**src/rtl/scarv_cop_dispatch_if.sv**
```systemverilog
// Pipeline-side and COP-side handshake bundle for scarv_cop_dispatch.
// The dispatcher takes the master modport; the pipeline/COP peer takes slave.
interface scarv_cop_dispatch_if;
  logic        pipe_valid;
  logic        pipe_ready;
  logic [31:0] pipe_insn;
  logic [31:0] pipe_rs1;
  logic        pipe_flush;
  logic        res_valid;
  logic        res_ready;
  logic        res_wen;
  logic [4:0]  res_waddr;
  logic [31:0] res_wdata;
  logic [2:0]  res_result;
  logic        res_timeout;
  logic        cpu_insn_req;
  logic        cop_insn_ack;
  logic        cpu_abort_req;
  logic [31:0] cpu_insn_enc;
  logic [31:0] cpu_rs1;
  logic        cop_wen;
  logic [4:0]  cop_waddr;
  logic [31:0] cop_wdata;
  logic [2:0]  cop_result;
  logic        cop_insn_rsp;
  logic        cpu_insn_ack;
  logic        busy;

  modport master (
    input  pipe_valid, pipe_insn, pipe_rs1, pipe_flush, res_ready,
    input  cop_insn_ack, cop_wen, cop_waddr, cop_wdata, cop_result, cop_insn_rsp,
    output pipe_ready, res_valid, res_wen, res_waddr, res_wdata, res_result, res_timeout,
    output cpu_insn_req, cpu_abort_req, cpu_insn_enc, cpu_rs1, cpu_insn_ack, busy
  );

  modport slave (
    output pipe_valid, pipe_insn, pipe_rs1, pipe_flush, res_ready,
    output cop_insn_ack, cop_wen, cop_waddr, cop_wdata, cop_result, cop_insn_rsp,
    input  pipe_ready, res_valid, res_wen, res_waddr, res_wdata, res_result, res_timeout,
    input  cpu_insn_req, cpu_abort_req, cpu_insn_enc, cpu_rs1, cpu_insn_ack, busy
  );
endinterface

```
**src/rtl/scarv_cop_dispatch.sv**
```systemverilog
// Issue/retire sequencer between the host pipeline and the SCARV COP; all outputs registered.
// Define SCARV_COP_DISPATCH_TIMEOUT_EN to enable the TIMEOUT_CYCLES watchdog.
module scarv_cop_dispatch #(
  parameter int TIMEOUT_CYCLES = 255
) (
  input  logic                  g_clk,
  input  logic                  g_resetn,
  scarv_cop_dispatch_if.master  bus
);
  typedef enum logic [1:0] {IDLE, ISSUE, WAIT_RSP, RESULT} state_t;

  state_t      state_q, state_d;
  logic        pipe_ready_q, pipe_ready_d;
  logic        req_q, req_d;
  logic        abort_q, abort_d;
  logic        ack_q;
  logic        busy_q, busy_d;
  logic        discard_q, discard_d;
  logic [31:0] enc_q, enc_d;
  logic [31:0] rs1_q, rs1_d;
  logic        res_valid_q, res_valid_d;
  logic        res_wen_q, res_wen_d;
  logic [4:0]  res_waddr_q, res_waddr_d;
  logic [31:0] res_wdata_q, res_wdata_d;
  logic [2:0]  res_result_q, res_result_d;
  logic        res_timeout_q, res_timeout_d;
  logic        tmo_hit;
  logic        go_tmo;

  if (TIMEOUT_CYCLES < 1 || TIMEOUT_CYCLES > 65535) begin : g_bad_timeout
    $error("TIMEOUT_CYCLES must be in 1..65535");
  end

`ifdef SCARV_COP_DISPATCH_TIMEOUT_EN
  // Counter holds the number of the current ISSUE/WAIT_RSP cycle, starting at 1.
  logic [15:0] cnt_q, cnt_d;

  always_comb begin
    cnt_d = cnt_q;
    if (state_q == IDLE && state_d == ISSUE) cnt_d = 16'd1;
    else if (state_q == ISSUE || state_q == WAIT_RSP) cnt_d = cnt_q + 16'd1;
  end

  always_ff @(posedge g_clk) begin
    if (!g_resetn) cnt_q <= 16'd0;
    else           cnt_q <= cnt_d;
  end

  assign tmo_hit = (state_q == ISSUE || state_q == WAIT_RSP) && (cnt_q == 16'(TIMEOUT_CYCLES));
`else
  assign tmo_hit = 1'b0;
`endif

  always_comb begin
    state_d       = state_q;
    req_d         = req_q;
    abort_d       = 1'b0;
    discard_d     = discard_q;
    enc_d         = enc_q;
    rs1_d         = rs1_q;
    res_wen_d     = res_wen_q;
    res_waddr_d   = res_waddr_q;
    res_wdata_d   = res_wdata_q;
    res_result_d  = res_result_q;
    res_timeout_d = res_timeout_q;
    go_tmo        = 1'b0;
    case (state_q)
      IDLE: begin
        if (pipe_ready_q && bus.pipe_valid && !bus.pipe_flush) begin
          enc_d     = bus.pipe_insn;
          rs1_d     = bus.pipe_rs1;
          req_d     = 1'b1;
          discard_d = 1'b0;
          state_d   = ISSUE;
        end
      end
      ISSUE: begin
        // An acknowledged instruction belongs to the COP, so a flush must abort it.
        if (req_q && bus.cop_insn_ack) begin
          req_d = 1'b0;
          if (tmo_hit) begin
            abort_d = 1'b1;
            if (bus.pipe_flush) state_d = IDLE;
            else                go_tmo  = 1'b1;
          end else begin
            state_d = WAIT_RSP;
            if (bus.pipe_flush) begin
              abort_d   = 1'b1;
              discard_d = 1'b1;
            end
          end
        end else if (bus.pipe_flush) begin
          req_d   = 1'b0;
          state_d = IDLE;
        end else if (tmo_hit) begin
          req_d   = 1'b0;
          abort_d = 1'b1;
          go_tmo  = 1'b1;
        end
      end
      WAIT_RSP: begin
        if (bus.cop_insn_rsp) begin
          if (discard_q || bus.pipe_flush) begin
            state_d = IDLE;
          end else begin
            res_wen_d     = bus.cop_wen;
            res_waddr_d   = bus.cop_waddr;
            res_wdata_d   = bus.cop_wdata;
            res_result_d  = bus.cop_result;
            res_timeout_d = 1'b0;
            state_d       = RESULT;
          end
        end else if (tmo_hit) begin
          abort_d = !discard_q;
          if (discard_q || bus.pipe_flush) state_d = IDLE;
          else                             go_tmo  = 1'b1;
        end else if (bus.pipe_flush && !discard_q) begin
          abort_d   = 1'b1;
          discard_d = 1'b1;
        end
      end
      RESULT: begin
        if (bus.pipe_flush || bus.res_ready) state_d = IDLE;
      end
      default: state_d = IDLE;
    endcase
    if (go_tmo) begin
      state_d       = RESULT;
      res_wen_d     = 1'b0;
      res_waddr_d   = 5'd0;
      res_wdata_d   = 32'd0;
      res_result_d  = 3'd0;
      res_timeout_d = 1'b1;
    end
    pipe_ready_d = (state_d == IDLE);
    busy_d       = (state_d != IDLE);
    res_valid_d  = (state_d == RESULT);
  end

  always_ff @(posedge g_clk) begin
    if (!g_resetn) begin
      state_q       <= IDLE;
      pipe_ready_q  <= 1'b0;
      req_q         <= 1'b0;
      abort_q       <= 1'b0;
      ack_q         <= 1'b0;
      busy_q        <= 1'b0;
      discard_q     <= 1'b0;
      enc_q         <= 32'd0;
      rs1_q         <= 32'd0;
      res_valid_q   <= 1'b0;
      res_wen_q     <= 1'b0;
      res_waddr_q   <= 5'd0;
      res_wdata_q   <= 32'd0;
      res_result_q  <= 3'd0;
      res_timeout_q <= 1'b0;
    end else begin
      state_q       <= state_d;
      pipe_ready_q  <= pipe_ready_d;
      req_q         <= req_d;
      abort_q       <= abort_d;
      ack_q         <= 1'b1;
      busy_q        <= busy_d;
      discard_q     <= discard_d;
      enc_q         <= enc_d;
      rs1_q         <= rs1_d;
      res_valid_q   <= res_valid_d;
      res_wen_q     <= res_wen_d;
      res_waddr_q   <= res_waddr_d;
      res_wdata_q   <= res_wdata_d;
      res_result_q  <= res_result_d;
      res_timeout_q <= res_timeout_d;
    end
  end

  assign bus.pipe_ready    = pipe_ready_q;
  assign bus.res_valid     = res_valid_q;
  assign bus.res_wen       = res_wen_q;
  assign bus.res_waddr     = res_waddr_q;
  assign bus.res_wdata     = res_wdata_q;
  assign bus.res_result    = res_result_q;
  assign bus.res_timeout   = res_timeout_q;
  assign bus.cpu_insn_req  = req_q;
  assign bus.cpu_abort_req = abort_q;
  assign bus.cpu_insn_enc  = enc_q;
  assign bus.cpu_rs1       = rs1_q;
  assign bus.cpu_insn_ack  = ack_q;
  assign bus.busy          = busy_q;
endmodule

```
**src/flat_wrapper.sv**
```systemverilog
// flat-port wrapper written by rule: the top's interface ports become plain ports
module scarv_cop_dispatch_flat 
#(
  parameter int TIMEOUT_CYCLES = 255
)
  (g_clk, g_resetn, bus_pipe_valid, bus_pipe_insn, bus_pipe_rs1, bus_pipe_flush, bus_res_ready, bus_cop_insn_ack, bus_cop_wen, bus_cop_waddr, bus_cop_wdata, bus_cop_result, bus_cop_insn_rsp, bus_pipe_ready, bus_res_valid, bus_res_wen, bus_res_waddr, bus_res_wdata, bus_res_result, bus_res_timeout, bus_cpu_insn_req, bus_cpu_abort_req, bus_cpu_insn_enc, bus_cpu_rs1, bus_cpu_insn_ack, bus_busy);
  scarv_cop_dispatch_if bus_i ();
  input  logic g_clk;
  input  logic g_resetn;
  input wire logic [$bits(bus_i.pipe_valid)-1:0] bus_pipe_valid;
  input wire logic [$bits(bus_i.pipe_insn)-1:0] bus_pipe_insn;
  input wire logic [$bits(bus_i.pipe_rs1)-1:0] bus_pipe_rs1;
  input wire logic [$bits(bus_i.pipe_flush)-1:0] bus_pipe_flush;
  input wire logic [$bits(bus_i.res_ready)-1:0] bus_res_ready;
  input wire logic [$bits(bus_i.cop_insn_ack)-1:0] bus_cop_insn_ack;
  input wire logic [$bits(bus_i.cop_wen)-1:0] bus_cop_wen;
  input wire logic [$bits(bus_i.cop_waddr)-1:0] bus_cop_waddr;
  input wire logic [$bits(bus_i.cop_wdata)-1:0] bus_cop_wdata;
  input wire logic [$bits(bus_i.cop_result)-1:0] bus_cop_result;
  input wire logic [$bits(bus_i.cop_insn_rsp)-1:0] bus_cop_insn_rsp;
  output wire logic [$bits(bus_i.pipe_ready)-1:0] bus_pipe_ready;
  output wire logic [$bits(bus_i.res_valid)-1:0] bus_res_valid;
  output wire logic [$bits(bus_i.res_wen)-1:0] bus_res_wen;
  output wire logic [$bits(bus_i.res_waddr)-1:0] bus_res_waddr;
  output wire logic [$bits(bus_i.res_wdata)-1:0] bus_res_wdata;
  output wire logic [$bits(bus_i.res_result)-1:0] bus_res_result;
  output wire logic [$bits(bus_i.res_timeout)-1:0] bus_res_timeout;
  output wire logic [$bits(bus_i.cpu_insn_req)-1:0] bus_cpu_insn_req;
  output wire logic [$bits(bus_i.cpu_abort_req)-1:0] bus_cpu_abort_req;
  output wire logic [$bits(bus_i.cpu_insn_enc)-1:0] bus_cpu_insn_enc;
  output wire logic [$bits(bus_i.cpu_rs1)-1:0] bus_cpu_rs1;
  output wire logic [$bits(bus_i.cpu_insn_ack)-1:0] bus_cpu_insn_ack;
  output wire logic [$bits(bus_i.busy)-1:0] bus_busy;
  assign bus_i.pipe_valid = bus_pipe_valid;
  assign bus_i.pipe_insn = bus_pipe_insn;
  assign bus_i.pipe_rs1 = bus_pipe_rs1;
  assign bus_i.pipe_flush = bus_pipe_flush;
  assign bus_i.res_ready = bus_res_ready;
  assign bus_i.cop_insn_ack = bus_cop_insn_ack;
  assign bus_i.cop_wen = bus_cop_wen;
  assign bus_i.cop_waddr = bus_cop_waddr;
  assign bus_i.cop_wdata = bus_cop_wdata;
  assign bus_i.cop_result = bus_cop_result;
  assign bus_i.cop_insn_rsp = bus_cop_insn_rsp;
  assign bus_pipe_ready = bus_i.pipe_ready;
  assign bus_res_valid = bus_i.res_valid;
  assign bus_res_wen = bus_i.res_wen;
  assign bus_res_waddr = bus_i.res_waddr;
  assign bus_res_wdata = bus_i.res_wdata;
  assign bus_res_result = bus_i.res_result;
  assign bus_res_timeout = bus_i.res_timeout;
  assign bus_cpu_insn_req = bus_i.cpu_insn_req;
  assign bus_cpu_abort_req = bus_i.cpu_abort_req;
  assign bus_cpu_insn_enc = bus_i.cpu_insn_enc;
  assign bus_cpu_rs1 = bus_i.cpu_rs1;
  assign bus_cpu_insn_ack = bus_i.cpu_insn_ack;
  assign bus_busy = bus_i.busy;
  scarv_cop_dispatch #(.TIMEOUT_CYCLES(TIMEOUT_CYCLES)) u_core (.g_clk(g_clk), .g_resetn(g_resetn), .bus(bus_i));
endmodule
```
**config.mk**
```make
export PLATFORM = sky130hd
export DESIGN_NAME = scarv_cop_dispatch_flat
export DESIGN_NICKNAME = d
export VERILOG_FILES = /design/src/rtl/scarv_cop_dispatch_if.sv /design/src/rtl/scarv_cop_dispatch.sv /design/src/flat_wrapper.sv
export SDC_FILE = /design/constraint.sdc
export NUM_CORES = 1
export LEC_CHECK = 0
export CORE_MARGIN = 3
export CORE_UTILIZATION = 43
export CTS_CLUSTER_DIAMETER = 60
export CTS_CLUSTER_SIZE = 24
export DETAILED_ROUTE_END_ITERATION = 10
export GPL_TIMING_DRIVEN = 0
export PLACE_DENSITY = 0.84
export RECOVER_POWER = 25
export SLEW_MARGIN = 10
export SYNTH_ARGS = -nofsm -noshare
export SYNTH_HDL_FRONTEND = slang
export SYNTH_SLANG_ARGS = --single-unit
export TNS_END_PERCENT = 1
```
**constraint.sdc**
```tcl
create_clock -name g_clk -period 4.5 [get_ports g_clk]
set_input_delay 0.9 -clock g_clk [delete_from_list [all_inputs] [get_ports g_clk]]
set_output_delay 0.9 -clock g_clk [all_outputs]
set_load 0.05 [all_outputs]
```
# After elaboration in Yosys (flattened, before gate mapping)
# Index checks and enable logic that the tools add are counted.
word_totals:
  regBits: 114
  inputBits: 112
  output_inout_bits: 112
  word_cells: 65
op_classes:
  n_eq_ne: 10
  mux: 23
  bitwise: 1
  n_reduce_logical: 17
op_table:
  columns: ["operator", "n"]
  rows:
  - ["$mux W1", 13]
  - ["$mux W2", 6]
  - ["$pmux W2 S4", 1]
  - ["$eq A2 B2 Y1 const B", 3]
  - ["$ne A2 B1 Y1 const B", 3]
  - ["$reduce_and A3 Y1", 2]
  - ["$reduce_and A6 Y1", 1]
  - ["$logic_and A1 B1 Y1", 4]
  - ["$logic_not A2 Y1", 2]
  - ["$ne A2 B2 Y1 const B", 2]
  - ["$pmux W1 S2", 2]
  - ["$reduce_bool A2 Y1", 2]
  - ["$ne A3 B2 Y1 const B", 1]
  - ["$pmux W1 S3", 1]
  - ["$reduce_bool A3 Y1", 1]
  - ["$eq A2 B1 Y1 const B", 1]
  - ["$logic_not A1 Y1", 2]
  - ["$logic_or A1 B1 Y1", 2]
  - ["$reduce_and A2 Y1", 1]
  - ["$not A1 Y1", 1]

# Longest topological paths before layout
logic_depth:
  ltp_word: 5
  mapped_depth: 7

# Worst setup path before layout
# Ideal clock, no wire load.
synth_path:
  path_type: "input-to-reg"
  startpoint: "in bus_cop_insn_ack"
  endpoint: "reg u_core.busy_q, in the netlist u_core.bus.busy"
  setup_time_ns: 0.120
  arrival_ns: 1.674
  slack_ns: 2.706
  path_stages: 4
  path_buffers: 0
  path_cell_list: "and2_1 -> a2bb2oi_1 -> a32oi_2 -> o31a_1"
synth_between:
  elab_chain_len: 4
synth_rtl:
  columns: ["item", "line_no", "rtl"]
  rows:
  - ["from (decl)", "flat_wrapper.sv:15", "input wire logic [$bits(bus_i.cop_insn_ack)-1:0] bus_cop_insn_ack;"]
  - ["$logic_and A1 B1 Y1", "scarv_cop_dispatch.sv:79", "if (req_q && bus.cop_insn_ack) begin"]
  - ["$mux W2", "scarv_cop_dispatch.sv:79", null]
  - ["$pmux W2 S4", "scarv_cop_dispatch.sv:67", "case (state_q)"]
  - ["$reduce_bool A2 Y1", "scarv_cop_dispatch.sv:136", "busy_d = (state_d != IDLE);"]
  - ["to (signal assigned)", "scarv_cop_dispatch.sv:163", "busy_q <= busy_d;"]
  - ["to (decl)", "scarv_cop_dispatch.sv:17", "logic busy_q, busy_d;"]
# Every way passes these cells.
# A chain may end at the register's enable or synchronous reset.

# Final worst setup path
layout_path:
  startpoint: "in bus_pipe_flush"
  endpoint: "reg u_core.enc_q[22], in the netlist u_core.bus.cpu_insn_enc[22]"
layout_between:
  elab_chain_len: 3
layout_rtl:
  columns: ["item", "line_no", "rtl"]
  rows:
  - ["from (decl)", "flat_wrapper.sv:13", "input wire logic [$bits(bus_i.pipe_flush)-1:0] bus_pipe_flush;"]
  - ["$logic_not A1 Y1", "scarv_cop_dispatch.sv:69", "if (pipe_ready_q && bus.pipe_valid && !bus.pipe_flush) begin"]
  - ["$logic_and A1 B1 Y1", "scarv_cop_dispatch.sv:69", null]
  - ["$reduce_and A2 Y1 (no line)", null, null]
  - ["to (signal assigned)", "scarv_cop_dispatch.sv:165", "enc_q <= enc_d;"]
  - ["to (decl)", "scarv_cop_dispatch.sv:19", "logic [31:0] enc_q, enc_d;"]
# Every way passes these cells.

==> flow_summary_export.csv <==
group,metric,value,unit
critical_path,cp-end-kind,"register",
synthesis,yosys.area.top_type,"dfxtp_1",
power_and_ir_drop,p_per_area,363.5,nW/µm²
critical_path,crit_fanout,10,
run,max_cap_violations,0,
die,rows,36,
critical_path,arrival,3.11,ns
synthesis,synth-seq-cells,114,
critical_path,path_cells,"dlygate4sd3_1 > and3b_1 > and2_0 > clkbuf_1 > clkbuf_1 > nand2_1 > a21boi_0",
timing,fmax,371.2,MHz
critical_path,max_stage_delay,0.63,ns
synthesis,synth_edf_count,0,
detailed_routing,firstDrtPassIters,7,
detailed_routing,wl,13.00,mm
critical_path,reg2reg_from,"u_core.state_q[0]",
finish,synthToLayoutAreaGrowth,66.27,%
synthesis,syn_area,4388,µm²
clock_tree,clockBufferDepth,2,
synthesis,yosysTopAreaCellShare,52.01,%
die,initial_core_util,44.48,%
synthesis,ys_warn_count,0,
timing,tns,0,ns
finish,layout.nets,867,
synthesis,synth_nets,626,
worst_hold_path,min_path_type,"reg -> reg",
finish,layout_common_cells,"clkdlybuf4s50_1 (220), nand2_1 (215), dfxtp_1 (114)",
worst_hold_path,min_path_cells,2,
grt,grt_pass1_wl,20.85,mm
finish,drive_gt1_share,5.374,%
detailed_routing,drtAntennaViolNets,0,
timing,slew_viol_final,0,
timing,hold_violations,0,
critical_path,rr_worst_depth,6,
place,io_buffers,222,
die,die-area,11450,µm²
clock_tree,clock-sinks,114,
grt,grt_pass1_vias,4396,
grt,antenna_found_initial,0,
synthesis,synth.area.top_cells,"dfxtp_1 (52%), nand2_1 (18%), a21boi_1 (18%)",
place,dp_cells,864,
critical_path,reg2reg_slack,2.21,ns
power_and_ir_drop,p_leak,2.574,nW
timing,fin_crit_sh,59.86,%
clock_tree,cts_made_buffers,17,
grt,globalRouteOverflowTotal,0,
clock_tree,postCtsSetupRepairBufs,0,
clock_tree,insertion_delay,0.50,ns
die,coreArea,9864,µm²
finish,n_antenna_cell,0,
worst_hold_path,min_to,"u_core.bus.res_wdata[4]",
synthesis,synthArstFlopShare,0,%
die,fp.dieH,107.0,µm
synthesis,syn_avg_cell_area,8.621,µm²
finish,finalNonFillerCells,896,
place,gp_congestion,0.8255,
detailed_routing,drtIter0Drc,218,
detailed_routing,routedWlPerCell,14.51,µm
timing,timing.slew.headroom,36.87,%
timing,fin_crit,2.694,ns
critical_path,path_class,"in -> reg",
clock_tree,clk_pin_slew_worst_paths,0.06,ns
finish,mostFrequentLayoutCell,"clkdlybuf4s50_1",
critical_path,r2r_end,"u_core.bus.res_waddr[0]",
critical_path,crit_required,4.92,ns
synthesis,syn_inst,509,
power_and_ir_drop,total_power,2.652,mW
synthesis,ys_seq_area_share,52.01,%
clock_tree,hold_buffers,0,
critical_path,critPathLaunchType,"input pin",
timing,worst_slew_pin_slew,0.9338,ns
die,fp.dieW,107.0,µm
status,status,"completed",
synthesis,ys.flop_type,"dfxtp_1",
timing,skew,0.007786,ns
clock_tree,cts_tree,"yes",
grt,grt_start_max_net_pins,17,
critical_path,startpoint,"bus_pipe_flush",
power_and_ir_drop,ir_drop,208.7,µV
clock_tree,htreeDepth,4,
grt,track_usage,22.81,%
detailed_routing,route.vias.total,4291,
timing,setup_viol,0,
clock_tree,root_buffer,"clkbuf_8",
worst_hold_path,hp-start,"u_core.bus.res_wdata[4]",
critical_path,cp_common_cell,"clkbuf_1",
detailed_routing,drc,0,
clock_tree,post_cts_resize_count,0,
synthesis,synth.distinct_cells,33,
die,io_pins,224,
detailed_routing,viasPerCell,4.789,
critical_path,slowest_stage,"dlygate4sd3_1",
place,hpwlAfterDp,9.772,mm
timing,rsz0062_at_grt,"no",
[state kept, by name, indices dropped and copies added, names as in the netlist, 2 cells and up]
name                     count
u_core.state_q               2
u_core.bus.cpu_insn_enc     32
u_core.bus.res_result        3
u_core.bus.cpu_rs1          32
u_core.bus.res_waddr         5
u_core.bus.res_wdata        32
[through the flow]
step / area (µm²) / setup slack (ns) / utilization, % / hold slack, ns
after floorplan: 4388 / 2.706 / - / 0.4995
after global placement: 6777 / 1.811 / 68.70 / 0.4391
after detailed placement: 6777 / 1.780 / 68.70 / 0.4443
after CTS: 7353 / 1.855 / 74.54 / 0.4521
after global routing: 7296 / 1.654 / 73.96 / 0.4620
final: 7296 / 1.806 / 73.96 / 0.4507
[final cells by class]
class                   count  area [µm²]
flip-flops and latches    114        2282
clock inverters            10       133.9
fillers                   749        2569
plain buffers              34       143.9
repair buffers            222        2222
clock buffers              22       442.9
multi-input cells         357        1889
well taps                 133       166.4
inverters                   4       15.01
[worst max path at each step]
| stage | to | slack (ns) | depth (start not counted) |
|---|---|---|---|
| 2_1_floorplan | u_core.bus.busy | 2.71 | 4 |
| 3_3_place_gp | u_core.bus.res_wdata[4] | 1.81 | 4 |
| 3_5_place_dp | u_core.bus.res_waddr[1] | 1.78 | 4 |
| 4_1_cts | bus_cpu_insn_req | 1.86 | 1 |
| 5_1_grt | u_core.bus.cpu_rs1[1] | 1.65 | 7 |
| 6_report | u_core.bus.cpu_insn_enc[22] | 1.81 | 7 |
[cells in the mapped netlist (all sizes together), types with 2 or more instances]
master	instances
nand4b	2
and2	2
clkbuf	14
nand2	215
nand2b	2
dfxtp	114
nor4b	2
buf	20
inv	4
a21boi	105
and3b	2
ha	5
a21oi	5
o21a	2
nand3	2
[kinds of logic (layout without fill, tap and decap cells)]
family | after synthesis | after routing | synth area share [%]
compound gates | 120 | 120 | 20.56
fa+ha+maj | 5 | 5 | 1.426
other cells | 1 | 1 | 0.08546
buf+inv | 38 | 292 | 4.220
mux | 1 | 1 | 0.2281
simple gates | 230 | 230 | 21.47
flops | 114 | 114 | 52.01
[report_power, final]
group          internal (mW)  switching [mW]
registers               1.03          0.0116
logic                  0.154           0.157
clock network          0.853           0.444
[routing by layer]
metal | wire, µm | track usage [%] | up-vias
met5 | 0 | 0 | -
met4 | 372 | 9.406 | 0
met3 | 1066 | 8.489 | 31
met2 | 6398 | 40.24 | 175
met1 | 5167 | 24.50 | 1952
li1 | - | - | 2133
[critical path: cells and delay by family]
family                 cells  cell delay, ns
AND/OR/NAND/NOR            3            0.59
AO/OA/AOI/OAI              1            0.19
buffers and inverters      3            1.43
Note: power is estimated with default switching activity, not from simulation.
